File: src/rtl/hazard_unit_pkg.sv
// ----------------------------------------------------------------------------
// hazard_unit_pkg
// Shared pipeline definitions for the hazard controller:
//   - hz_state_t  : MDU hold FSM states
//   - sb_entry_t  : one in-flight writer tracked by the scoreboard
//   - REG_W / REG_ZERO : register index width and the hard-wired zero register
//   - sb_match()  : RAW dependency test of one entry against the ID sources
// ----------------------------------------------------------------------------
package hazard_unit_pkg;

   localparam int REG_W = 5;
   localparam logic [REG_W-1:0] REG_ZERO = 5'd0;
   // Wide enough for MDU_LATENCY-2 with MDU_LATENCY up to 16.
   localparam int CNT_W = 4;

   typedef enum logic {
      ST_IDLE     = 1'b0,
      ST_MDU_BUSY = 1'b1
   } hz_state_t;

   typedef struct packed {
      logic             valid;
      logic             rw;
      logic [REG_W-1:0] rd;
      logic             mem_read;
   } sb_entry_t;

   // An entry blocks ID when it writes a non-zero register that ID really reads.
   function automatic logic sb_match(
      input sb_entry_t        e,
      input logic             id_valid,
      input logic [REG_W-1:0] rs,
      input logic             uses_rs,
      input logic [REG_W-1:0] rt,
      input logic             uses_rt
   );
      return e.valid & e.rw & (e.rd != REG_ZERO) & id_valid &
             ((uses_rs & (e.rd == rs)) | (uses_rt & (e.rd == rt)));
   endfunction

endpackage

File: src/rtl/hazard_unit_scoreboard.sv
// ----------------------------------------------------------------------------
// hazard_scoreboard
// Three-deep shift register of in-flight writers (EX, MEM, WB) and the RAW
// match logic against the instruction currently in ID.
// Ports:
//   i_clk, i_rst        clock, synchronous active-high reset
//   i_load              capture i_id_entry into EX (else EX gets a bubble)
//   i_id_entry          destination fields of the ID instruction
//   i_id_valid, i_id_rs, i_id_uses_rs, i_id_rt, i_id_uses_rt  ID sources
//   o_hit_ex            ID depends on the EX writer
//   o_hit_ex_load       ID depends on the EX writer and it is a load
//   o_hit_mem           ID depends on the MEM writer
// ----------------------------------------------------------------------------
module hazard_scoreboard
   import hazard_unit_pkg::*;
(
   input  logic             i_clk,
   input  logic             i_rst,
   input  logic             i_load,
   input  sb_entry_t        i_id_entry,
   input  logic             i_id_valid,
   input  logic [REG_W-1:0] i_id_rs,
   input  logic             i_id_uses_rs,
   input  logic [REG_W-1:0] i_id_rt,
   input  logic             i_id_uses_rt,
   output logic             o_hit_ex,
   output logic             o_hit_ex_load,
   output logic             o_hit_mem
);

   sb_entry_t r_sb_ex;
   sb_entry_t r_sb_mem;
   sb_entry_t r_sb_wb;
   logic      w_unused_bits;

   // Advance the writer pipeline one stage per cycle.
   always_ff @(posedge i_clk) begin
      if (i_rst) begin
         r_sb_ex  <= '0;
         r_sb_mem <= '0;
         r_sb_wb  <= '0;
      end else begin
         r_sb_wb  <= r_sb_mem;
         r_sb_mem <= r_sb_ex;
         r_sb_ex  <= i_load ? i_id_entry : '0;
      end
   end

   // RAW match against EX and MEM; WB never blocks since the register file
   // writes in the first half-cycle and reads in the second.
   always_comb begin
      o_hit_ex      = sb_match(r_sb_ex, i_id_valid, i_id_rs, i_id_uses_rs,
                               i_id_rt, i_id_uses_rt);
      o_hit_ex_load = o_hit_ex & r_sb_ex.mem_read;
      o_hit_mem     = sb_match(r_sb_mem, i_id_valid, i_id_rs, i_id_uses_rs,
                               i_id_rt, i_id_uses_rt);
   end

   // The WB entry and MEM load flag are tracked but never feed a decision.
   assign w_unused_bits = ^{r_sb_wb, r_sb_mem.mem_read};

endmodule

File: src/rtl/hazard_unit.sv
// ----------------------------------------------------------------------------
// hazard_unit
// Pipeline hazard controller for the 5-stage MIPS core. Decides when ID must
// stall (RAW hazards forwarding cannot cover, multi-cycle MDU ops) and
// squashes wrong-path instructions on a taken branch.
// Build option: define HAZARD_FWD_EN when the forwarding unit is present;
// only load-use hazards stall then. Undefined: any RAW against EX/MEM stalls.
// Parameter: MDU_LATENCY (2..16) total cycles an MDU op occupies ID.
// Ports:
//   i_clk, i_rst                 clock, synchronous active-high reset
//   i_id_valid                   ID holds a real instruction
//   i_id_rs/rt, i_id_uses_rs/rt  ID source registers and their use flags
//   i_id_rd, i_id_rw             ID destination and register-write flag
//   i_id_mem_read, i_id_mdu      ID is a load / an MDU op
//   i_ex_branch_taken            branch resolved taken in EX
//   o_pc_write, o_if_id_write    PC and IF/ID load enables
//   o_id_ex_bubble               ID/EX loads a NOP
//   o_if_id_flush, o_id_ex_flush squash IF/ID and ID/EX
//   o_mdu_busy                   FSM is in MDU_BUSY
// ----------------------------------------------------------------------------
module hazard_unit
   import hazard_unit_pkg::*;
#(
   parameter int MDU_LATENCY = 4
) (
   input  logic             i_clk,
   input  logic             i_rst,
   input  logic             i_id_valid,
   input  logic [REG_W-1:0] i_id_rs,
   input  logic [REG_W-1:0] i_id_rt,
   input  logic             i_id_uses_rs,
   input  logic             i_id_uses_rt,
   input  logic [REG_W-1:0] i_id_rd,
   input  logic             i_id_rw,
   input  logic             i_id_mem_read,
   input  logic             i_id_mdu,
   input  logic             i_ex_branch_taken,
   output logic             o_pc_write,
   output logic             o_if_id_write,
   output logic             o_id_ex_bubble,
   output logic             o_if_id_flush,
   output logic             o_id_ex_flush,
   output logic             o_mdu_busy
);

   localparam logic [CNT_W-1:0] CNT_INIT = CNT_W'(MDU_LATENCY - 2);

   hz_state_t        r_state;
   logic [CNT_W-1:0] r_cnt;

   logic      w_hit_ex;
   logic      w_hit_ex_load;
   logic      w_hit_mem;
   logic      w_flush;
   logic      w_data_stall;
   logic      w_mdu_start;
   logic      w_mdu_hold;
   logic      w_stall;
   logic      w_sb_load;
   sb_entry_t w_id_entry;

   assign w_id_entry = '{valid: 1'b1, rw: i_id_rw, rd: i_id_rd,
                         mem_read: i_id_mem_read};

   hazard_scoreboard u_scoreboard (
      .i_clk         (i_clk),
      .i_rst         (i_rst),
      .i_load        (w_sb_load),
      .i_id_entry    (w_id_entry),
      .i_id_valid    (i_id_valid),
      .i_id_rs       (i_id_rs),
      .i_id_uses_rs  (i_id_uses_rs),
      .i_id_rt       (i_id_rt),
      .i_id_uses_rt  (i_id_uses_rt),
      .o_hit_ex      (w_hit_ex),
      .o_hit_ex_load (w_hit_ex_load),
      .o_hit_mem     (w_hit_mem)
   );

`ifdef HAZARD_FWD_EN
   // Forwarding covers everything except a load result still in EX.
   logic w_unused_hits;
   assign w_unused_hits = w_hit_ex ^ w_hit_mem;
   assign w_data_stall  = w_hit_ex_load;
`else
   // No forwarding: wait until the producer has reached WB.
   logic w_unused_hits;
   assign w_unused_hits = w_hit_ex_load;
   assign w_data_stall  = w_hit_ex | w_hit_mem;
`endif

   // Stall/flush resolution; reset forces the quiescent output values.
   always_comb begin
      w_flush     = i_ex_branch_taken & ~i_rst;
      // A pending MDU op only starts counting once the data hazard is gone.
      w_mdu_start = (r_state == ST_IDLE) & i_id_valid & i_id_mdu & ~w_data_stall;
      w_mdu_hold  = (r_state == ST_MDU_BUSY) & (r_cnt != {CNT_W{1'b0}});
      w_stall     = ~i_rst & ~w_flush & (w_data_stall | w_mdu_start | w_mdu_hold);
      w_sb_load   = i_id_valid & ~w_stall & ~w_flush;
   end

   // MDU hold FSM: the start cycle plus MDU_LATENCY-2 counted cycles stall.
   always_ff @(posedge i_clk) begin
      if (i_rst) begin
         r_state <= ST_IDLE;
         r_cnt   <= {CNT_W{1'b0}};
      end else if (i_ex_branch_taken) begin
         r_state <= ST_IDLE;
         r_cnt   <= {CNT_W{1'b0}};
      end else begin
         case (r_state)
            ST_IDLE: begin
               if (w_mdu_start) begin
                  r_state <= ST_MDU_BUSY;
                  r_cnt   <= CNT_INIT;
               end else begin
                  r_state <= ST_IDLE;
               end
            end
            ST_MDU_BUSY: begin
               if (r_cnt != {CNT_W{1'b0}}) begin
                  r_cnt <= r_cnt - {{(CNT_W-1){1'b0}}, 1'b1};
               end else begin
                  r_state <= ST_IDLE;
               end
            end
            default: begin
               r_state <= ST_IDLE;
               r_cnt   <= {CNT_W{1'b0}};
            end
         endcase
      end
   end

   // Control outputs; a flush never asserts a bubble because ID is killed.
   always_comb begin
      o_pc_write     = ~w_stall;
      o_if_id_write  = ~w_stall;
      o_id_ex_bubble = w_stall;
      o_if_id_flush  = w_flush;
      o_id_ex_flush  = w_flush;
      o_mdu_busy     = ~i_rst & (r_state == ST_MDU_BUSY);
   end

endmodule

File: config.mk
export PLATFORM = sky130hd
export DESIGN_NAME = hazard_unit
export DESIGN_NICKNAME = d
export VERILOG_FILES = /design/src/rtl/hazard_unit_pkg.sv /design/src/rtl/hazard_unit_scoreboard.sv /design/src/rtl/hazard_unit.sv
export SDC_FILE = /design/constraint.sdc
export NUM_CORES = 1
export LEC_CHECK = 0
export CAP_MARGIN = 20
export CORE_ASPECT_RATIO = 0.9
export CORE_UTILIZATION = 40
export CTS_BUF_LIST = sky130_fd_sc_hd__clkbuf_4
export CTS_CLUSTER_DIAMETER = 100
export DETAILED_ROUTE_END_ITERATION = 12
export GPL_TIMING_DRIVEN = 0
export PLACE_DENSITY = 0.8
export SETUP_SLACK_MARGIN = 0.02
export SYNTH_ARGS = -nofsm -noshare
export SYNTH_HDL_FRONTEND = slang
export SYNTH_SLANG_ARGS = --single-unit
File: constraint.sdc
create_clock -name i_clk -period 2.3 [get_ports i_clk]
set_input_delay 0.345 -clock i_clk [delete_from_list [all_inputs] [get_ports i_clk]]
set_output_delay 0.345 -clock i_clk [all_outputs]
set_load 0.05 [all_outputs]
==> results of run 1 <==
per-stage QoR:
stage	std cells	cell area (µm²)	TNS (ns)	worst slack, ns
3_5_place_dp	160	1300	-3.28	-1.04
3_3_place_gp	160	1300	-3.10	-0.998
5_1_grt	175	1510	-0.284	-0.152
4_1_cts	171	1440	-0.126	-0.116
6_report	175	1510	-0.105	-0.0995
2_1_floorplan	105	985	0	0.117
layer usage:
layer	part of all wire	routed length, µm
met5	0	0
met2	0.52	1350
met1	0.43	1120
met4	0.0069	18
met3	0.045	117
registers in the layout, indices dropped and copies added (netlist names):
signal and count:
u_scoreboard.r_sb_ex 7, u_scoreboard.r_sb_mem 7, r_cnt 4, r_state 1
cells in the final DEF (no fill, tap or decap), types with 4 or more instances in the layout:
cell,n
dfxtp_2,8
nand2_1,4
xor2_1,16
inv_1,8
xnor2_1,7
nor4_2,4
buf_4,12
clkdlybuf4s50_1,14
nor2_1,5
dfxtp_1,10
nor2b_1,9
nor3_1,8
dlygate4sd2_1,10
kinds of logic (layout without fill, tap and decap cells):
group                      Yosys count  count (layout)  share of synthesized area
AOI/OAI and AO/OA                   12              12                      0.127
DFF                                 19              19                      0.387
and+or+nand+nor                     39              39                      0.218
adders and majority gates            1               1                     0.0127
buffers and inverters               11              54                     0.0497
xor gates and xnor gates            23              23                      0.205
cell type report:
| type | instances | share of cell area |
|---|---|---|
| multi-input cells | 75 | 0.422 |
| flip-flops and latches | 19 | 0.261 |
| repair buffers | 39 | 0.239 |
| well taps | 27 | 0.0224 |
| inverters | 8 | 0.0199 |
| plain buffers | 3 | 0.0158 |
| clock buffers | 3 | 0.0149 |
| clock inverters | 1 | 0.00498 |
how the worst max path moves through the flow:
stage / endpoint / from / slack (ns)
floorplan: o_pc_write / i_id_rt[4] / 0.12
global placement: o_id_ex_bubble / i_id_rt[4] / -1.0
detailed placement: o_id_ex_bubble / i_id_rt[4] / -1.04
CTS: o_id_ex_bubble / u_scoreboard.r_sb_mem[1]$_SDFF_PP0_ / -0.12
global route: o_id_ex_bubble / u_scoreboard.r_sb_mem[5]$_SDFF_PP0_ / -0.15
finish: o_id_ex_bubble / u_scoreboard.r_sb_mem[5]$_SDFF_PP0_ / -0.1
timing repair:
| action | CTS | global route |
|---|---|---|
| setup buffers | 7 | 4 |
| hold buffers | 0 | 0 |
| pin swaps | 8 | 6 |
| setup endpoints to repair | 6 | 4 |
| resized for setup | 45 | 11 |
report_power, final:
part | internal, mW | total, mW | leakage [nW] | switching, mW
Clock | 0.0661 | 0.176 | 0.0139 | 0.110
Combinational | 0.0689 | 0.137 | 0.474 | 0.0677
Sequential | 0.335 | 0.342 | 0.159 | 0.00747
==> flow_summary.toml, run 1 <==
[global_route]
antenna_found_initial = 0
grt_usage = 0.203
grt_first_pass_wirelength_um = 3870
grt_start_max_net_pins = 13
grt_overflow = 0
met2_usage = 0.346
grt_pass1_vias = 886
grt_use_met3 = 0.0530
grtUsageMet1 = 0.247
busiest_layer = "met2"

[die]
die_h_um = 49.0
dieArea_mm2 = 0.00266
die_w_um = 54.2
core_mm2 = 0.00224
ios = 30
num_rows = 16
initial_core_util = 0.438

[logic_synthesis]
synthTopCellsByArea = "dfxtp_1, xor2_1, xnor2_1, nor2b_1, nor3_1"
synth_cell_types = 27
syn-num-nets = 130
ys_seq_elements = 19
synthMostInstantiatedCell = "dfxtp_1"
netlist_area_um2 = 982
synthFlopType = "dfxtp_1"
seq_area_frac_synth = 0.387
syn_inst = 105
netlist.area_leader.share = 0.387
post-synth-top-area-cell = "dfxtp_1"
ys_async_sr_fraction = 0
synth.avg_cell_area_um2 = 9.35
synth-edff-count = 0
ys_warn_count = 0
synth_commonest_cells = "dfxtp_1, xor2_1, nor2b_1"

[placed_design]
dpl.hpwl_um = 1710
place.gp.congestion = 0.930
io_buffers = 28

[timing]
finalHoldViolations = 0
clock.fmax_ghz = 0.417
period_share = 1.04
holdWs_ns = 0.516
fin_crit_ns = 2.40
worstMarginPinSlew_ns = 0.499
report.final.slew_viol_count = 0
grt_setup_unrepaired = "true"
skew_ns = 0.00650
slew_headroom = 0.667
layout_setup_ws_ns = -0.0995
setup_viol = 2

[critical_path]
start_kind = "flop"
crit_path_max_fanout = 2
setup.worst_path.end_class = "output port"
worstReg2RegStart = "u_scoreboard.r_sb_ex[1]$_SDFF_PP0_"
critical-path-top-delay-family = "simple AND/OR/NAND/NOR gates"
r2r-end = "r_cnt[1]$_SDFFE_PP0P_"
cp_num_buf_inv = 2
crit_top_cell = "buf_6"
cp_cell_sequence = "or4_4, o2111ai_4, o221ai_4, buf_6, and2_1, buf_6"
max_stage_delay_ns = 0.54
cp.depth = 6
r2r_slack_ns = 0.26
rr_worst_depth = 7
arrival_ns = 2.05
critPathKind = "reg -> out"
required_ns = 1.96
cpMaxStageDelayCell = "or4_4"

[layout]
ff_latch_area_um2 = 394
antennaDiodeCount = 0
final_layout_size_suffix_gt1_frac = 0.297
nFillCells = 194
final_util = 0.673
layout.nets = 174
area_growth_pct = 53.6
multi_input_area_um2 = 637

[job]
maxCapViolations = 0

[status]
violations = "setup timing"
outcome = "finished with violations"

[min_path]
worstHoldStart = "u_scoreboard.r_sb_ex[4]$_SDFF_PP0_"
min_to = "u_scoreboard.r_sb_mem[4]$_SDFF_PP0_"
hold_path_class = "reg -> reg"
holdPathStages = 1

[route]
postRouteWirelength_um = 2600
avgRoutedWirePerCell_um = 14.9
drc = 0
dr.pass1.iters = 4
drt-initial-drc-count = 9
postRouteAntennaNets = 0
avgViaCountPerCell = 5.16
vias = 903

[clocking]
cts_max_level = 1
cts_tree = "built"
clk_latency_ns = 0.30
cts_buffer_depth = 2
clk_pin_slew_ns = 0.12
cts_root_buf = "clkbuf_4"
cts.sinks = 19
cts_buffers = 3

[power]
powerDensity_mw_per_mm2 = 434
p_leak_nw = 0.646
vdd_ir_drop_max_mv = 0.388
total_power_uw = 655
No activity file was read; power rests on OpenSTA's default activity.
==> run 2, diff against run 1 <==
--- a/config.mk
+++ b/config.mk
@@ -6,13 +6,15 @@
 export NUM_CORES = 1
 export LEC_CHECK = 0
 export CAP_MARGIN = 20
+export CELL_PAD_IN_SITES_DETAIL_PLACEMENT = 0
+export CELL_PAD_IN_SITES_GLOBAL_PLACEMENT = 2
 export CORE_ASPECT_RATIO = 0.9
-export CORE_UTILIZATION = 40
+export CORE_UTILIZATION = 28
 export CTS_BUF_LIST = sky130_fd_sc_hd__clkbuf_4
 export CTS_CLUSTER_DIAMETER = 100
 export DETAILED_ROUTE_END_ITERATION = 12
 export GPL_TIMING_DRIVEN = 0
-export PLACE_DENSITY = 0.8
+export PLACE_DENSITY = 0.91
 export SETUP_SLACK_MARGIN = 0.02
 export SYNTH_ARGS = -nofsm -noshare
 export SYNTH_HDL_FRONTEND = slang
==> flow_summary.toml, run 2 (synthesized netlist as in run 1, its figures left out) <==
[status]
outcome = "finished with violations"
violations = "setup timing"

[die]
num_rows = 20
die_h_um = 58.2
dieArea_mm2 = 0.00375
ios = 30
initial_core_util = 0.293
die_w_um = 64.4
core_mm2 = 0.00335

[timing]
setup_viol = 2
clock.fmax_ghz = 0.421
finalHoldViolations = 0
period_share = 1.03
report.final.slew_viol_count = 0
layout_setup_ws_ns = -0.0780
skew_ns = 0.00375
fin_crit_ns = 2.38
slew_headroom = 0.651
worstMarginPinSlew_ns = 0.521
grt_setup_unrepaired = "true"
setup_tns_ns = -0.0869

[clocking]
cts_buffer_depth = 2
clk_pin_slew_ns = 0.11
cts_tree = "built"
cts_buffers = 3
cts_root_buf = "clkbuf_4"
cts.sinks = 19
cts_max_level = 1
clk_latency_ns = 0.29

[min_path]
hold_path_class = "reg -> reg"
holdPathStages = 1

[route]
vias = 866
dr.pass1.iters = 3
postRouteWirelength_um = 2360
drt-initial-drc-count = 8
drc = 0
postRouteAntennaNets = 0
avgViaCountPerCell = 4.58
avgRoutedWirePerCell_um = 12.5

[layout]
multi_input_area_um2 = 639
final_common_cell = "xor2_1"
nFillCells = 346
antennaDiodeCount = 0
final_cell_mix = "xor2_1, clkdlybuf4s50_1, dfxtp_1"
ff_latch_area_um2 = 395
reg_top3 = "u_scoreboard.r_sb_ex x7, u_scoreboard.r_sb_mem x7, r_cnt x4"
area_growth_pct = 55.2
final_layout_size_suffix_gt1_frac = 0.269
layout.nets = 171

[global_route]
grt_overflow = 0
antenna_found_initial = 0
grt_first_pass_wirelength_um = 3900
grt_usage = 0.136
grt_pass1_vias = 944
grt_start_max_net_pins = 12

[power]
p_leak_nw = 0.641
vdd_ir_drop_max_mv = 0.244
powerDensity_mw_per_mm2 = 418

[critical_path]
rr_worst_depth = 6
critPathKind = "reg -> out"
crit_path_max_fanout = 4
setup.worst_path.end_class = "output port"
required_ns = 1.96
arrival_ns = 2.03
start_kind = "flop"

[placed_design]
dpl.hpwl_um = 1730
place.gp.congestion = 0.814
io_buffers = 28
dp_slack_ns = -1.04

[job]
maxCapViolations = 0
==> run 2: changes by cell type in the layout (fill, tap and decap cells not counted), moves of 2 or more <==
cell,delta
dfxtp_4,+2
dfxtp_2,-5
buf_4,-5
dfxtp_1,+3
==> run 2: layer usage <==
layer | GRT usage | wire length [µm] | up-vias
met4 | 0.0571 | 40 | 0
met2 | 0.254 | 1140 | 23
met3 | 0.0276 | 111 | 6
li1 | - | - | 444
met1 | 0.151 | 1060 | 393
met5 | 0 | 0 | -
==> run 2: power breakdown <==
group          internal [mW]  leakage, nW  switching [mW]
sequential             0.333        0.158         0.00778
clock                 0.0647       0.0177           0.100
combinational         0.0692        0.466          0.0630
==> run 2: path summary, 6_finish.rpt <==
path	start	endpoint	slack [ns]
setup / recovery	u_scoreboard.r_sb_ex[4]$_SDFF_PP0_	o_id_ex_bubble	-0.08
hold / removal	u_scoreboard.r_sb_ex[7]$_SDFF_PP0_	u_scoreboard.r_sb_mem[7]$_SDFF_PP0_	0.50
setup reg to reg	u_scoreboard.r_sb_ex[4]$_SDFF_PP0_	u_scoreboard.r_sb_ex[4]$_SDFF_PP0_	0.43
hold reg to reg	u_scoreboard.r_sb_ex[7]$_SDFF_PP0_	u_scoreboard.r_sb_mem[7]$_SDFF_PP0_	0.50
==> run 2: cell type report <==
cell class / count / area share
Tap cell: 44 / 0.0361
Clock buffer: 3 / 0.0148
Inverter: 8 / 0.0197
Multi-Input combinational cell: 75 / 0.420
Timing Repair Buffer: 36 / 0.232
Sequential cell: 19 / 0.259
Clock inverter: 1 / 0.00328
Buffer: 3 / 0.0156
==> run 2: timing repair <==
action | CTS | global route
cloned | 0 | 0
buffers inserted | 7 | 1
endpoints found under the setup margin | 6 | 3
pin swaps | 11 | 5
hold buffers | 0 | 0
gates resized for setup | 51 | 8
==> run 2: through the flow <==
step	instance area (µm²)	utilization	instances	hold WS (ns)	total power, mW
floorplan	985	-	105	0.456	0.406
global placement	1320	0.394	177	0.465	0.465
detailed placement	1320	0.394	177	0.467	0.467
CTS	1480	0.443	188	0.506	0.643
global route	1520	0.454	189	0.515	0.670
finish	1520	0.454	189	0.502	0.638
==> run 2: critical path: stages (launching register included) <==
cell	delay [ns]
dfxtp_4	0.38
or4_4	0.54
o2111ai_4	0.23
o221ai_4	0.15
buf_6	0.15
and2_4	0.15
buf_8	0.14
==> run 3, diff against run 2 <==
--- a/config.mk
+++ b/config.mk
@@ -5,7 +5,6 @@
 export SDC_FILE = /design/constraint.sdc
 export NUM_CORES = 1
 export LEC_CHECK = 0
-export CAP_MARGIN = 20
 export CELL_PAD_IN_SITES_DETAIL_PLACEMENT = 0
 export CELL_PAD_IN_SITES_GLOBAL_PLACEMENT = 2
 export CORE_ASPECT_RATIO = 0.9
==> constraint.sdc (replaced) <==
create_clock -name i_clk -period 2.3 [get_ports i_clk]
set_input_delay 0.345 -clock i_clk [delete_from_list [all_inputs] [get_ports i_clk]]
set_output_delay 0.345 -clock i_clk [all_outputs]
set_load 0.01 [all_outputs]
==> flow_summary.toml, run 3 (synthesized netlist as in run 1, its figures left out) <==
[timing]
clock.fmax_ghz = 0.425
worstMarginPinSlew_ns = 0.465
report.final.slew_viol_count = 0
skew_ns = 0.00221
finalHoldViolations = 0
layout_setup_ws_ns = -0.0511
grt_setup_unrepaired = "true"
holdWs_ns = 0.506
fin_crit_ns = 2.35
period_share = 1.02
slew_headroom = 0.689
setup_viol = 1

[global_route]
grt_first_pass_wirelength_um = 3710
grt_use_met3 = 0.0394
grtUsageMet1 = 0.166
antenna_found_initial = 0
grt_pass1_vias = 861
grt_overflow = 0
busiest_layer = "met2"
grt_usage = 0.131
met2_usage = 0.214
grt_start_max_net_pins = 12

[power]
p_comb_frac = 0.185
swShare = 0.256
powerDensity_mw_per_mm2 = 425
vdd_ir_drop_max_mv = 0.213
intPower_uw = 464
total_power_uw = 623
pwr-share-seq = 0.549
p_leak_nw = 0.592
clkPwrFrac = 0.266
switchingPower_uw = 159

[route]
avgRoutedWirePerCell_um = 12.2
drt-initial-drc-count = 19
postRouteAntennaNets = 0
vias = 855
drc = 0
avgViaCountPerCell = 4.57
dr.pass1.iters = 4
postRouteWirelength_um = 2270

[layout]
ff_latch_area_um2 = 395
reg_top3 = "u_scoreboard.r_sb_ex x7, u_scoreboard.r_sb_mem x7, r_cnt x4"
multi_input_area_um2 = 633
nFillCells = 355
layout.nets = 169
area_growth_pct = 49.3
final_cell_mix = "xor2_1, clkdlybuf4s50_1, dfxtp_1"
fin_cells = 187
antennaDiodeCount = 0
final_layout_size_suffix_gt1_frac = 0.266

[critical_path]
arrival_ns = 2.01
crit_path_max_fanout = 4
critPathKind = "reg -> out"
worstReg2RegStart = "u_scoreboard.r_sb_ex[5]$_SDFF_PP0_"
required_ns = 1.96
start_kind = "flop"
setup.worst_path.end_class = "output port"
worstSetupStartpoint = "u_scoreboard.r_sb_ex[5]$_SDFF_PP0_"

[min_path]
hold_path_class = "reg -> reg"
worstHoldStart = "u_scoreboard.r_sb_ex[6]$_SDFF_PP0_"

[die]
die_h_um = 58.2
core_mm2 = 0.00335
ios = 30
initial_core_util = 0.293
die_w_um = 64.4
dieArea_mm2 = 0.00375
num_rows = 20

[placed_design]
io_buffers = 28
place.gp.congestion = 0.805
dp_slack_ns = -0.737
dpl.hpwl_um = 1660
dp.cells = 177

[status]
violations = "setup timing"
outcome = "finished with violations"

[clocking]
cts_tree = "built"
cts_hold_buf = 0
cts_buffer_depth = 2
cts_max_level = 1
cts.sinks = 19
cts_buffers = 3
clk_pin_slew_ns = 0.10
clk_latency_ns = 0.29
cts_root_buf = "clkbuf_4"

[job]
maxCapViolations = 0
==> run 3: final cells by class <==
type / count / area share
clock buffer: 3 / 0.0154
timing repair buffer: 34 / 0.208
sequential: 19 / 0.270
inverter: 8 / 0.0205
clock inverter: 1 / 0.00341
buffer: 3 / 0.0137
tap: 44 / 0.0375
multi-input combinational: 75 / 0.432
==> run 3: worst max-delay path, stage by stage (launching register included) <==
cell       delay, ns
dfxtp_4         0.38
or4_4           0.55
o2111ai_4       0.22
o221ai_2        0.15
buf_4           0.16
and2_4          0.15
buf_6           0.11
==> run 3: power groups by stage <==
| stage | clock [mW] | sequential, mW | combinational [mW] |
|---|---|---|---|
| finish | 0.166 | 0.342 | 0.116 |
| global route | 0.197 | 0.343 | 0.125 |
| CTS | 0.174 | 0.341 | 0.112 |
| detailed placement | 0 | 0.350 | 0.107 |
| global placement | 0 | 0.349 | 0.105 |
| floorplan | 0 | 0.348 | 0.0465 |
==> run 3: path summary, 6_finish.rpt <==
check	to	slack (ns)	cells past startpoint
worst min register to register	u_scoreboard.r_sb_mem[6]$_SDFF_PP0_	0.51	1
worst min-delay path	u_scoreboard.r_sb_mem[6]$_SDFF_PP0_	0.51	1
worst max register to register	r_cnt[1]$_SDFFE_PP0P_	0.46	6
worst max-delay path	o_id_ex_bubble	-0.05	6
==> run 3: per-stage QoR <==
stage | utilization | cell area [µm²] | setup TNS [ns]
after CTS | 0.429 | 1440 | -0.0825
after global placement | 0.393 | 1320 | -2.13
after floorplan | - | 982 | 0
final | 0.437 | 1470 | -0.0511
after global routing | 0.437 | 1470 | -0.242
after detailed placement | 0.393 | 1320 | -2.06
==> run 3: repair_timing <==
action / CTS / global route
setup endpoints to repair: 4 / 3
pin swaps: 10 / 4
buffers inserted: 6 / 0
resized for setup: 39 / 6
hold endpoints to repair: 0 / 0
==> run 3: routing by layer <==
layer,share of wire,routed length [µm]
met5,0,0
met4,0.0035,8
met3,0.053,121
met2,0.48,1090
met1,0.47,1060
